**src/rtl/ddfs_div_pkg.sv**
```systemverilog
// Shared constants for the DDFS programmable clock divider.
// Holds the reset ratio, the mode encoding and the decade table generator.
package ddfs_div_pkg;

   localparam int unsigned RST_DIV = 2;

   typedef enum logic {
      MODE_DECADE = 1'b0,
      MODE_PROG   = 1'b1
   } ddfs_mode_e;

   // 2 for k=0, 10^k otherwise, saturated to 2^cnt_w-1.
   function automatic longint unsigned decade_ratio(input int unsigned k,
                                                    input int unsigned cnt_w);
      longint unsigned maxv;
      longint unsigned r;
      maxv = (64'd1 << cnt_w) - 64'd1;
      if (k == 0) begin
         r = 64'(RST_DIV);
      end else begin
         r = 64'd1;
         for (int unsigned i = 0; i < k; i++) begin
            r = r * 64'd10;
            if (r > maxv) r = maxv;
         end
      end
      return r;
   endfunction

endpackage

```
**src/rtl/ddfs_div_ratio_sel.sv**
```systemverilog
// Requested-ratio selection: decade table lookup (index clamped to the last
// entry) or programmed ratio (0 and 1 clamped to 2).
module ddfs_div_ratio_sel
   import ddfs_div_pkg::*;
#(
   parameter int unsigned CNT_W   = 20,
   parameter int unsigned NUM_SEL = 7,
   parameter int unsigned SEL_W   = 3
) (
   input  logic [SEL_W-1:0] freq_cntrl_i,
   input  logic             mode_i,
   input  logic [CNT_W-1:0] div_in_i,
   output logic [CNT_W-1:0] req_o
);

   logic [CNT_W-1:0] decade_tbl [NUM_SEL];

   for (genvar g = 0; g < NUM_SEL; g++) begin : g_tbl
      localparam logic [CNT_W-1:0] RATIO = CNT_W'(decade_ratio(g, CNT_W));
      assign decade_tbl[g] = RATIO;
   end

   // Select the requested ratio from the active source.
   always_comb begin
      req_o = decade_tbl[NUM_SEL-1];
      if (ddfs_mode_e'(mode_i) == MODE_PROG) begin
         req_o = (div_in_i < CNT_W'(2)) ? CNT_W'(RST_DIV) : div_in_i;
      end else begin
         for (int unsigned i = 0; i < NUM_SEL; i++) begin
            if (32'(freq_cntrl_i) == i) req_o = decade_tbl[i];
         end
      end
   end

endmodule

```
**src/rtl/ddfs_prog_clk_div.sv**
```systemverilog
// DDFS programmable clock divider: decade or programmed ratio, registered
// near-50% clk_out, one-cycle tick, glitch-free ratio update at period
// boundaries with forced restart.
// Optional: define DDFS_DIV_SYNC_EN to pass the control inputs through
// 2-flop synchronisers.
module ddfs_prog_clk_div
   import ddfs_div_pkg::*;
#(
   parameter int unsigned CNT_W   = 20,
   parameter int unsigned NUM_SEL = 7,
   parameter int unsigned SEL_W   = 3
) (
   input  logic             clk_in,
   input  logic             rst_n,
   input  logic [SEL_W-1:0] freq_cntrl,
   input  logic             mode,
   input  logic [CNT_W-1:0] div_in,
   input  logic             restart,
   output logic             clk_out,
   output logic             tick,
   output logic             pending,
   output logic [CNT_W-1:0] div_act
);

   logic [SEL_W-1:0] freq_s;
   logic             mode_s;
   logic [CNT_W-1:0] div_in_s;
   logic             restart_s;

`ifdef DDFS_DIV_SYNC_EN
   logic [SEL_W-1:0] freq_s1_q, freq_s2_q;
   logic             mode_s1_q, mode_s2_q;
   logic [CNT_W-1:0] div_s1_q, div_s2_q;
   logic             rst_s1_q, rst_s2_q;

   // Two-stage synchronisers on all control inputs.
   always_ff @(posedge clk_in) begin
      if (!rst_n) begin
         freq_s1_q <= '0;
         freq_s2_q <= '0;
         mode_s1_q <= 1'b0;
         mode_s2_q <= 1'b0;
         div_s1_q  <= '0;
         div_s2_q  <= '0;
         rst_s1_q  <= 1'b0;
         rst_s2_q  <= 1'b0;
      end else begin
         freq_s1_q <= freq_cntrl;
         freq_s2_q <= freq_s1_q;
         mode_s1_q <= mode;
         mode_s2_q <= mode_s1_q;
         div_s1_q  <= div_in;
         div_s2_q  <= div_s1_q;
         rst_s1_q  <= restart;
         rst_s2_q  <= rst_s1_q;
      end
   end

   assign freq_s    = freq_s2_q;
   assign mode_s    = mode_s2_q;
   assign div_in_s  = div_s2_q;
   assign restart_s = rst_s2_q;
`else
   assign freq_s    = freq_cntrl;
   assign mode_s    = mode;
   assign div_in_s  = div_in;
   assign restart_s = restart;
`endif

   logic [CNT_W-1:0] req;
   logic [CNT_W-1:0] cnt_q, cnt_d;
   logic [CNT_W-1:0] div_q, div_d;
   logic             clk_q, clk_d;
   logic             tick_q, tick_d;
   logic             pend_q, pend_d;
   logic [CNT_W:0]   half;

   ddfs_div_ratio_sel #(
      .CNT_W   (CNT_W),
      .NUM_SEL (NUM_SEL),
      .SEL_W   (SEL_W)
   ) u_ratio_sel (
      .freq_cntrl_i (freq_s),
      .mode_i       (mode_s),
      .div_in_i     (div_in_s),
      .req_o        (req)
   );

   // Next-state: boundary reload or count; outputs derived from next state
   // so clk_out/tick/pending are pure flop outputs.
   always_comb begin
      cnt_d = cnt_q + CNT_W'(1);
      div_d = div_q;
      if ((cnt_q == div_q - CNT_W'(1)) || restart_s) begin
         cnt_d = '0;
         div_d = req;
      end
      half   = ({1'b0, div_d} + (CNT_W+1)'(1)) >> 1;
      clk_d  = ({1'b0, cnt_d} < half);
      tick_d = (cnt_d == '0);
      pend_d = (req != div_d);
   end

   // State and output registers with synchronous reset.
   always_ff @(posedge clk_in) begin
      if (!rst_n) begin
         cnt_q  <= CNT_W'(1);
         div_q  <= CNT_W'(RST_DIV);
         clk_q  <= 1'b0;
         tick_q <= 1'b0;
         pend_q <= 1'b0;
      end else begin
         cnt_q  <= cnt_d;
         div_q  <= div_d;
         clk_q  <= clk_d;
         tick_q <= tick_d;
         pend_q <= pend_d;
      end
   end

   assign clk_out = clk_q;
   assign tick    = tick_q;
   assign pending = pend_q;
   assign div_act = div_q;

endmodule

```
**config.mk**
```make
export PLATFORM = sky130hd
export DESIGN_NAME = ddfs_prog_clk_div
export DESIGN_NICKNAME = d
export VERILOG_FILES = /design/src/rtl/ddfs_div_pkg.sv /design/src/rtl/ddfs_div_ratio_sel.sv /design/src/rtl/ddfs_prog_clk_div.sv
export SDC_FILE = /design/constraint.sdc
export NUM_CORES = 1
export LEC_CHECK = 0
export ABC_AREA = 1
export CAP_MARGIN = 10
export CORE_UTILIZATION = 45
export DETAILED_ROUTE_END_ITERATION = 10
export DONT_BUFFER_PORTS = 1
export PLACE_DENSITY = 0.63
export SLEW_MARGIN = 20
export SYNTH_ARGS = -nofsm -noshare
export SYNTH_HDL_FRONTEND = slang
export SYNTH_SLANG_ARGS = --single-unit
```
**constraint.sdc**
```tcl
create_clock -name clk_in -period 3.7 [get_ports clk_in]
set_input_delay 0.74 -clock clk_in [delete_from_list [all_inputs] [get_ports clk_in]]
set_output_delay 0.74 -clock clk_in [all_outputs]
set_load 0.01 [all_outputs]
```
Word-level counts from Yosys, hierarchy flattened
Index checks and enable logic that the tools add are counted.
W data, S select, Z words.
{"block": "word_totals", "ff_bits": 43, "output_inout_bits": 23, "elab_cells": 32}
{"block": "classes", "n_addsub": 3, "magnitude_cmp": 2, "n_eq_ne": 8, "muxes": 11, "n_reduce_logical": 3}
{"op": "$mux W20", "count": 11}
{"op": "$add A20 B1 Y21 const B", "count": 1}
{"op": "$add A20 B1 Y20 const B", "count": 1}
{"op": "$eq A20 B20 Y1", "count": 1}
{"op": "$logic_not A20 Y1", "count": 1}
{"op": "$lt A20 B2 Y1 const B", "count": 1}
{"op": "$lt A20 B20 Y1", "count": 1}
{"op": "$ne A20 B20 Y1", "count": 1}
{"op": "$sub A20 B1 Y20 const B", "count": 1}
{"op": "$eq A3 B3 Y1 const B", "count": 3}
{"op": "$eq A3 B2 Y1 const B", "count": 2}
{"op": "$eq A3 B1 Y1 const B", "count": 1}
{"op": "$logic_not A3 Y1", "count": 1}
{"op": "$logic_or A1 B1 Y1", "count": 1}

Longest topological paths before layout
Gate-level depths: netlist (run 1).
{"block": "logic_depth", "word_depth": 12, "depth_mapped": 32, "ltp_nobuf": 32}

Hierarchy
From an unflattened synthesis (run 1), not the netlist that was laid out.
{"block": "unflattened", "hier_cells": 782, "area_unflattened_um2": 4621.9}
{"mod": "ddfs_prog_clk_div", "n_inst": 1, "cells_each": 708, "area_each_um2": 4275.4, "seq_area_each_um2": 860.8}
{"mod": "ddfs_div_ratio_sel", "n_inst": 1, "cells_each": 74, "area_each_um2": 346.6, "seq_area_each_um2": 0.0}

Worst setup path before layout (run 1)
Ideal clock, no wire load.
{"block": "synth_timing", "kind": "register to register", "from": "reg div_q[0], in the netlist div_act[0]", "to": "reg clk_q, in the netlist clk_out", "arrival_time_ns": 3.741, "required_ns": 3.630, "slack_ns": -0.111, "path_stages_with_launch": 30, "synth_period_minus_slack_ns": 3.811, "path_cell_list": "dfxtp_1 -> inv_2 -> ha_1 -> nand2_2 -> nor2_2 -> buf_4 -> nand3_1 -> nand2_1 -> nand2_1 -> inv_1 -> nor2_1 -> nand3_2 -> nor2_4 -> nor2_8 -> buf_6 -> o21ai_2 -> nand2_1 -> nor2_1 -> nand2_1 -> nor2_1 -> nand2_1 -> nand2_1 -> nand2_1 -> ha_1 -> a21oi_1 -> nor2_1 -> a2111oi_0 -> o21ai_0 -> or2_2 -> a21oi_1"}
{"block": "synth_via", "elab_chain_len": 6, "elab_cells_between_ends": 7}
{"element": "from (decl)", "line_no": "ddfs_prog_clk_div.sv:72", "rtl": "logic [CNT_W-1:0] div_q, div_d;"}
{"element": "from (signal assigned)", "line_no": "ddfs_prog_clk_div.sv:108", "rtl": "div_q <= CNT_W'(RST_DIV);"}
{"element": "from (signal assigned)", "line_no": "ddfs_prog_clk_div.sv:114", "rtl": "div_q <= div_d;"}
{"element": "$sub A20 B1 Y20", "line_no": "ddfs_prog_clk_div.sv:94", "rtl": "if ((cnt_q == div_q - CNT_W'(1)) || restart_s) begin"}
{"element": "$eq A20 B20 Y1", "line_no": "ddfs_prog_clk_div.sv:94"}
{"element": "$logic_or A1 B1 Y1", "line_no": "ddfs_prog_clk_div.sv:94"}
{"element": "$mux W20", "line_no": "ddfs_prog_clk_div.sv:94"}
{"element": "$add A20 B1 Y21", "line_no": "ddfs_prog_clk_div.sv:98", "rtl": "half = ({1'b0, div_d} + (CNT_W+1)'(1)) >> 1;"}
{"element": "$lt A20 B20 Y1 (*)", "line_no": "ddfs_prog_clk_div.sv:99", "rtl": "clk_d = ({1'b0, cnt_d} < half);"}
{"element": "to (signal assigned)", "line_no": "ddfs_prog_clk_div.sv:115", "rtl": "clk_q <= clk_d;"}
{"element": "to (decl)", "line_no": "ddfs_prog_clk_div.sv:73", "rtl": "logic clk_q, clk_d;"}
Mark *: on every way between the ends. The rest lies on a longest branch, timed or not.
A chain may end at the register's enable or synchronous reset.

Worst setup path in the final report (run 1)
{"block": "layout_timing", "from": "reg div_q[1], in the netlist div_act[1]", "to": "reg clk_q, in the netlist clk_out"}
Same word-level chain as after synthesis.

==> metrics.txt, run 1 <==
Top Ports=50; RSZ-0062 raised after global routing=true; Most used DFF post-synth=dfxtp_1; WL final=17.8 mm; CTS clk-pin slew, worst paths=0.10 ns; Buffers on Ports=0; Remaining Overflow, GRT=0; Final Total Pwr=1610 uW; CTS sink count=43; Starting Density=around 47%; status=finished, violations left; CORE AREA=0.00986 sq mm; Gate power share=a little over two fifths; slack of the critical path=-0.394 ns; final hold slack=0.497 ns; RR Startpoint=div_act[1]; Post-Layout Cell Count=1121; CP max FO=6; Pleak=0.00335 uW; Pwr Density=242 mW/mm^2; Post-Syn Area=0.00463 sq mm; area grow syn2layout=43.7%; final count of pins violating max slew=0; Initial DRC Count=362; gpl congestion=a little over 0.9; full die area=0.0107 sq mm; Clock power frac=25.0%; Rel. slew slack=just under 60%; syn avg cell area=5.70 sq um; failing checks=negative setup slack; DR WL/cell=15.9 um; largest net degree at the start of global routing=just over 40; Pre-antenna DRT Iters=5; worst skew pair latency=roughly 0.32 ns; Die Span Y=103 um; Critical Path AT=4.31 ns; worst min-delay path class=primary input to flip-flop; hold_buf cts=0; dpl hpwl=~14 mm; CP Class=flip-flop to flip-flop; Rows=36; DR vias=6040; root buf cell=clkbuf_8; worst reg2reg setup slack=-0.39 ns; Worst IR Drop VDD=0.167 mV; Final Hold Vio Count=0; Max Cap Viol=0; flip-flop and latch count after synthesis=43; Post-synth EDFFs=0; Async S/R FF share, synth=0%; Num CTS Buffers=5; global-route wire length before repair=27.0 mm; Syn Nets=between 800 and 900; final setup skew=between 0.01 and 0.015 ns; # nets final=1035; endpoint class of the critical path=flip-flop; final period utilization=111%; vias in the first global route=5735; post-DR vias/cell=5.39; fillers=886; Clock Tree Buf Depth=2; Synth warnings=0; gr usage total=33.6%; Sw Share=38.4%; post-synthesis sequential area ratio=approximately a fifth; Worst Max-Slew Pin Slew=0.604 ns; Final Critical Period=4.09 ns; critical hold path startpoint=rst_n; H-tree depth=2; Die Wd=103 um; DRC violations left=0; CTS tree=built; startpoint class of the critical path=flip-flop; cell count after synthesis=812; fin util=67.4%; internal power=just under 1000 uW; area of the multi-input gates=0.00358 sq mm; Distinct cells, synth=41; FF/Latch Area=roughly 880 sq um; Max Clock Freq=0.244 GHz; CP startpoint=div_act[1]; initial antenna violation count=0; Final setup viols=1; # diodes=0; Cells after DPL=1091; fraction of layout cells with a size suffix above 1=31.2%; Worst Path Required=just under 4 ns; Final ANT Viol Nets=0; Reg power frac=31.6%; Switch Pwr=between 600 and 700 uW
## worst max-delay path: stages, from the launching register on
cell	delay (ns)
dfxtp_2	0.36
inv_2	0.06
ha_4	0.26
inv_2	0.03
nand2_1	0.04
nand2_1	0.05
nor2_2	0.14
nand3_1	0.09
nor2_1	0.12
nand2_1	0.07
nor2_2	0.11
nand3_2	0.15
nor2_4	0.25
nor2_4	0.11
buf_6	0.14
o21ai_4	0.18
nand2_2	0.11
nor2_4	0.14
nand3_2	0.08
nor2_2	0.17
nand2_1	0.07
nand2_1	0.06
nand2_1	0.07
ha_1	0.29
nand4_1	0.12
or3_4	0.41
nor4_4	0.24
a21oi_2	0.08
## final cells by class
| cell class | count | area share [%] |
|---|---|---|
| tap | 133 | 2.50 |
| clock buffer | 5 | 1.04 |
| timing repair buffer | 187 | 21.9 |
| inverter | 118 | 6.81 |
| clock inverter | 3 | 0.696 |
| sequential | 43 | 13.3 |
| multi-input combinational | 632 | 53.8 |
## logic make-up after synthesis
family | Yosys count | share of synthesized area (%)
buffers and inverters | 138 | 12.1
AND/OR/NAND/NOR | 503 | 47.8
AO/OA/AOI/OAI | 79 | 10.5
flip-flops | 43 | 18.6
adder cells (fa/ha/maj) | 21 | 5.68
XOR/XNOR | 28 | 5.30
## synthesized netlist by cell type, drive strengths merged, types with 13 or more instances
library cell  number  share of area [%]
nand3             60                7.0
nor2             143                 13
xnor2             13                2.5
ha                21                5.7
a21oi             27                2.9
dfxtp             43                 19
o21ai             43                6.0
nand2            231                 19
inv              117                9.5
nand4             20                2.7
nor3              28                3.0
xor2              15                2.8
## timing repair
action	in CTS	in global routing
resized for setup	68	37
endpoints found under the setup margin	1	1
pin swaps	37	30
buffers inserted	16	5
cloned	1	0
## cell usage in the layout (no fill, tap or decap), types with 10 or more instances in the layout
cell and n:
nand2_2 15, nor2_4 10, nor3_1 28, ha_1 15, xor2_1 13, buf_4 178, xnor2_1 13, dfxtp_1 32
a21oi_1 23, nor2_2 22, nand2_1 212, nor2_1 111, nand3_1 54, nand4_1 20, o21ai_0 21, o21ai_4 10
inv_1 107
## metal layers
metal	share of wire [%]	vias up	wire length [um]	GRT usage (%)
met5	0	-	0	0
met4	4.5	0	810	16.1
met3	7.5	63	1330	5.71
met2	49	238	8680	60.5
met1	39	2806	7010	38.5
li1	-	2933	-	-
## power groups by stage
| stage | Combinational [uW] | Sequential, uW | Clock (uW) |
|---|---|---|---|
| 5_1_grt | 760 | 509 | 421 |
| 4_1_cts | 656 | 507 | 401 |
| 3_5_place_dp | 604 | 516 | 0 |
| 2_1_floorplan | 338 | 518 | 0 |
| 6_report | 698 | 508 | 403 |
| 3_3_place_gp | 591 | 516 | 0 |
## worst paths after layout
kind | endpoint | depth (start not counted)
setup reg to reg | clk_out | 27
setup / recovery | clk_out | 27
hold / removal | div_act[1] | 1
hold reg to reg | cnt_q[19] | 2
## per-stage QoR
step                TNS [ns]  setup slack, ns  area, sq um
floorplan                  0          0.00418         4650
global placement      -0.396           -0.396         5980
detailed placement    -0.506           -0.506         5980
CTS                   -0.256           -0.256         6460
global route          -0.614           -0.614         6650
finish                -0.394           -0.394         6650
## registers in the layout, summed over array words and instances (netlist names)
register,flops
clk_out,1
div_act,20
cnt_q,20
pending,1
tick,1
Note: power is estimated with default switching activity, not from simulation.
==> inputs of run 2 (changes only) <==
Clock period 3.7 ns to 3.65 ns, I/O delays scaled along.
==> run 2 against run 1 <==
Effect of this change:
- core utilization grew 0.43 points
- routed wire length is 0.95% lower
- clock skew fell by 0.0073 ns
- setup slack worse by 0.024 ns
- count of clock-buffer cells in the layout stayed put
- critical path depth grew 4
- hold slack lost 0.014 ns
- via count fell by 0.76%
- final cell count up 0.45%
- sequential share of layout area down 0.16 points
- the flow still finishes with violations (negative setup slack)
- maximum frequency grew 0.63%
==> metrics.txt, run 2 (synthesized netlist as in run 1, its figures left out) <==
status=finished, violations left; failing checks=negative setup slack; Sw Share=38.5% (+0.11 points); Final ANT Viol Nets=0 (unchanged); final count of pins violating max slew=0 (unchanged); Final setup viols=1 (unchanged); Pre-antenna DRT Iters=5 (unchanged); Reg power frac=31.6% (about the same); gpl congestion=0.938 (+1.5%); internal power=1010 uW (+2.1%); Reg2Reg Depth=31 (+15%); Max Cap Viol=0 (unchanged); RSZ-0062 raised after global routing=true; full die area=0.0107 sq mm (unchanged); CP Class=flip-flop to flip-flop; area grow syn2layout=44.6%; # diodes=0 (unchanged); worst skew pair latency=0.31 ns (about the same); FF-to-FF End=clk_out; Final Hold Vio Count=0 (unchanged); final period utilization=111% (+0.81 points); Top Ports=50 (unchanged); Rows=36 (unchanged); CTS clk-pin slew, worst paths=0.10 ns (about the same); Worst IR Drop VDD=0.162 mV (-3.3%); met3 WL=914 um (-31%); Final Total Pwr=1650 uW (+2.3%); Gate power share=43.6% (+0.2 points); met2 wire len=8.54 mm (-1.6%); Pleak=0.00336 uW (+0.36%); most frequent cells in the layout=nand2_1, buf_4, nor2_1, inv_1, nand3_1; dpl hpwl=13.8 mm (-1.8%); startpoint class of the critical path=flip-flop; Critical Path AT=4.32 ns (about the same); DRC violations left=0 (unchanged); final hold slack=0.483 ns (-0.0144 ns); FF/Latch Area=877 sq um (-0.57%); slack of the critical path=-0.418 ns (-0.0242 ns); area of the multi-input gates=0.00360 sq mm (+0.63%); gr usage total=34.3% (+0.70 points); Worst Path Required=3.90 ns (about the same); worst min-delay path class=primary input to flip-flop; Clock power frac=24.9% (about the same); # nets final=1040 (+0.48%); Num CTS Buffers=5 (unchanged); Initial DRC Count=385 (+6.4%); critical hold path startpoint=rst_n; CP max FO=7 (+1); Max stage delay on crit path=0.39 ns (-0.02 ns); Clock Tree Buf Depth=2 (unchanged); Buffers on Ports=0 (unchanged); fraction of layout cells with a size suffix above 1=32.2% (+1.1 points); post-DR vias/cell=5.32 (-1.2%); commonest non-fill, non-tap cell in the layout=nand2_1; Max Used Layer=met4; Final Critical Period=4.07 ns (-0.0258 ns); WL final=17.7 mm (-0.95%); Worst Max-Slew Pin Slew=0.579 ns (-0.0244 ns); DR vias=5994 (-0.76%); root buf cell=clkbuf_8; Starting Density=46.9% (unchanged); CORE AREA=0.00986 sq mm (unchanged); fillers=886 (unchanged); endpoint class of the critical path=flip-flop; DR WL/cell=15.7 um (-1.4%); Die Wd=103 um (unchanged); worst reg2reg setup slack=-0.42 ns (-0.02 ns); RR Startpoint=div_act[1]; initial antenna violation count=0 (unchanged); Final TNS setup=-0.418 ns (-0.0242 ns); final setup skew=0.00720 ns (-0.00735 ns); global-route wire length before repair=27.7 mm (+2.6%); vias in the first global route=5792 (+0.99%); Max Clock Freq=0.246 GHz (+0.63%); Switch Pwr=634 uW (+2.6%); Slowest cell on crit path=dfxtp_4; Hold EP=cnt_q[0]; Remaining Overflow, GRT=0 (unchanged); Die Span Y=103 um (unchanged); Rel. slew slack=61.1% (+1.6 points); Pwr Density=246 mW/mm^2 (+1.6%); M1 wire length=7.32 mm (+4.4%); CTS sink count=43 (unchanged); hold depth=1 (unchanged); largest net degree at the start of global routing=41 (unchanged); H-tree depth=2 (unchanged); CTS tree=built
==> run 2: cell types whose count changed in the layout (fill, tap and decap cells not counted), moves of 2 or more <==
cell / delta
nor2_2: -2
nor2_1: -2
nand3_1: +2
o21ai_2: +2
dfxtp_1: +2
nand2_2: +6
a21oi_1: -4
a21oi_2: +4
nand2_1: -5
buf_4: +5
nor2_4: +4
==> run 2: metrics by stage <==
stage          std cells  worst slack (ns)  cell area, sq um  util [%]
2_1_floorplan        812            0.0155              4660         -
3_3_place_gp        1087            -0.466              5930      60.1
3_5_place_dp        1087            -0.569              5930      60.1
4_1_cts             1115            -0.297              6420      65.1
5_1_grt             1126            -0.598              6690      67.8
6_report            1126            -0.418              6690      67.8
==> run 2: area by class of cell <==
type,count,share of cell area (%)
multi-input combinational,632,53.8
timing repair buffer,192,22.2
sequential,43,13.1
inverter,118,6.70
tap,133,2.49
clock buffer,5,1.03
clock inverter,3,0.673
==> run 2: power by group through the flow <==
stage / clock (uW) / combinational (uW) / sequential, uW
after floorplan: 0 / 344 / 525
after global placement: 0 / 585 / 526
after detailed placement: 0 / 597 / 526
after CTS: 408 / 664 / 517
after global routing: 423 / 785 / 521
final: 409 / 717 / 520
==> run 2: worst max-delay path by stage <==
stage               to  slack (ns)  cells past startpoint       start
2_1_floorplan  clk_out        0.02                     30  div_act[0]
6_report       clk_out       -0.42                     31  div_act[1]
3_5_place_dp   clk_out       -0.57                     26  div_act[2]
3_3_place_gp   clk_out       -0.47                     26  div_act[2]
4_1_cts        clk_out       -0.30                     28  div_act[0]
5_1_grt        clk_out       -0.60                     30  div_act[1]
==> run 2: what timing repair did <==
item,in CTS,in global routing
setup buffers,18,11
cloned,2,0
hold buffers,0,0
pin swaps,40,24
gates resized for setup,56,47
setup endpoints to repair,1,1
==> run 2: critical path: cells and delay by family, from the launching register on <==
family          cells  cell delay, ns
buf+inv             6            0.51
compound gates      7            0.91
flops               1            0.39
simple gates       16            1.76
fa+ha+maj           2            0.45
==> run 2: layer usage <==
| metal | vias to the layer above | GRT usage [%] |
|---|---|---|
| met4 | 0 | 18.6 |
| met3 | 64 | 4.64 |
| met2 | 216 | 59.0 |
| li1 | 2942 | - |
| met1 | 2772 | 41.4 |
| met5 | - | 0 |
==> inputs of run 3 (changes only) <==
Settings changed: CTS_CLUSTER_DIAMETER set to 50, PLACE_DENSITY 0.63 to 0.61, SETUP_SLACK_MARGIN set to 0.3.
Clock period 3.65 ns to 4 ns, I/O delays scaled along.
==> run 3 against run 2 <==
Effect of this change:
- the run still ends with negative setup slack left
- clock power down 29%
- critical path depth down 3
- sequential share of layout area up 1.2 points
- largest cell class unchanged
- highest routed layer unchanged
- combinational power down 15%
- global-route usage down 2.6 points
==> metrics.txt, run 3 (synthesized netlist as in run 1, its figures left out) <==
DR vias=5580 (-6.9%); fin util=62.2% (-5.7 points); RR Startpoint=div_act[1]; status=finished, violations left; CTS clk-pin slew, worst paths=0.10 ns (about the same); Max stage delay on crit path=0.42 ns (+0.03 ns); Num CTS Buffers=5 (unchanged); Slowest cell on crit path=or3_4; crit-path most repeated cell=buf_4; Die Wd=103 um (unchanged); final period utilization=101% (-11 points); largest net degree at the start of global routing=42 (+2.4%); most frequent cells in the layout=nand2_1, buf_4, inv_1, nor2_1, nand3_1; Pre-antenna DRT Iters=5 (unchanged); Buffers on Ports=0 (unchanged); Reg power frac=34.6% (+3.0 points); Top Ports=50 (unchanged); CP Class=flip-flop to flip-flop; CORE AREA=0.00986 sq mm (unchanged); slack of the critical path=-0.0288 ns (+0.390 ns); fraction of layout cells with a size suffix above 1=26.7% (-5.6 points); Final setup viols=1 (unchanged); critical hold path startpoint=rst_n; dpl hpwl=13.5 mm (-2.1%); area grow syn2layout=32.6%; Worst Max-Slew Pin Slew=0.609 ns (+0.0296 ns); # diodes=0 (unchanged); DR WL/cell=16.0 um (+1.9%); worst skew pair latency=0.31 ns (about the same); RSZ-0062 raised after global routing=true; CTS sink count=43 (unchanged); full die area=0.0107 sq mm (unchanged); final count of pins violating max slew=0 (unchanged); Max Cap Viol=0 (unchanged); commonest non-fill, non-tap cell in the layout=nand2_1; Clock Tree Buf Depth=2 (unchanged); failing checks=negative setup slack; Sw Share=40.4% (+1.9 points); hold_buf cts=0 (unchanged); CTS tree=built; Final Hold Vio Count=0 (unchanged); Initial DRC Count=332 (-14%); # nets final=970 (-6.7%); Pleak=0.00302 uW (-10%); gr usage total=31.7% (-2.6 points); Clock power frac=21.2% (-3.7 points); root buf cell=clkbuf_8; Die Span Y=103 um (unchanged); Final Critical Period=4.03 ns (-0.0397 ns); startpoint class of the critical path=flip-flop; WL final=16.9 mm (-4.4%); final setup skew=0.0101 ns (+0.00289 ns); initial antenna violation count=0 (unchanged); vias in the first global route=4982 (-14%); Worst Path Required=4.20 ns (+0.30 ns); Worst IR Drop VDD=0.149 mV (-7.8%); gpl congestion=0.950 (+1.3%); Rows=36 (unchanged); H-tree depth=2 (unchanged); fillers=973 (+9.8%); Setup WS pre-CTS=-0.0746 ns (+0.495 ns); CP max FO=5 (-2); post-DR vias/cell=5.28 (-0.74%); endpoint class of the critical path=flip-flop; CP startpoint=div_act[1]; Rel. slew slack=59.1% (-2.0 points); global-route wire length before repair=25.4 mm (-8.3%); Critical Path AT=4.23 ns (-0.09 ns); Switch Pwr=555 uW (-13%); DRC violations left=0 (unchanged); Final ANT Viol Nets=0 (unchanged); internal power=818 uW (-19%); Starting Density=46.9% (unchanged); Pwr Density=224 mW/mm^2 (-9.0%); Max Clock Freq=0.248 GHz (+0.98%); worst min-delay path class=primary input to flip-flop; Remaining Overflow, GRT=0 (unchanged); Gate power share=44.1% (+0.5 points)
[run 3: per-layer routing]
layer	wire length, um	global-route usage (%)	up-vias
li1	-	-	2805
met1	7930	46.5	2552
met2	7490	48.3	199
met3	1090	3.56	24
met4	359	10.2	0
met5	0	0	-
[run 3: critical path, delay by kind of cell, from the launching register on]
family	cells	cell delay (ns)
AND/OR/NAND/NOR	15	1.78
adder cells (fa/ha/maj)	2	0.43
flip-flops	1	0.37
AO/OA/AOI/OAI	2	0.28
buffers and inverters	9	1.06
[run 3: per-stage QoR]
stage	total power (uW)	setup TNS (ns)	std cells	hold slack, ns	cell area [sq um]
finish	1370	-0.0288	1056	0.561	6130
global route	1450	-0.203	1056	0.554	6130
CTS	1320	0	1046	0.562	5840
detailed placement	975	-0.0746	1015	0.585	5380
global placement	970	-0.0220	1015	0.586	5380
floorplan	792	0	812	0.518	4650
[run 3: what timing repair did]
action                     in CTS  in global routing
pin swaps                      36                 28
cloned                          2                  1
resized for setup              56                 51
buffers inserted               21                  9
setup endpoints to repair       1                  1
[run 3: worst paths after layout]
| kind | to | slack, ns | cells after the start |
|---|---|---|---|
| max reg2reg | clk_out | -0.03 | 28 |
| max | clk_out | -0.03 | 28 |
| min | div_act[1] | 0.56 | 1 |
| min reg2reg | cnt_q[2] | 0.61 | 2 |
[run 3: power groups by stage]
stage / logic [uW] / clock network (uW) / registers, uW
after floorplan: 313 / 0 / 479
after global placement: 490 / 0 / 480
after detailed placement: 495 / 0 / 480
after CTS: 552 / 296 / 473
after global routing: 661 / 313 / 476
final: 606 / 291 / 476
[run 3: cell type report]
cell class	count	area [sq um]	share of cell area [%]
clock buffer	5	68.8	1.12
multi-input combinational	633	3590	58.6
inverter	118	450	7.35
clock inverter	3	20.0	0.326
sequential	43	878	14.3
tap	133	166	2.71
timing repair buffer	121	955	15.6
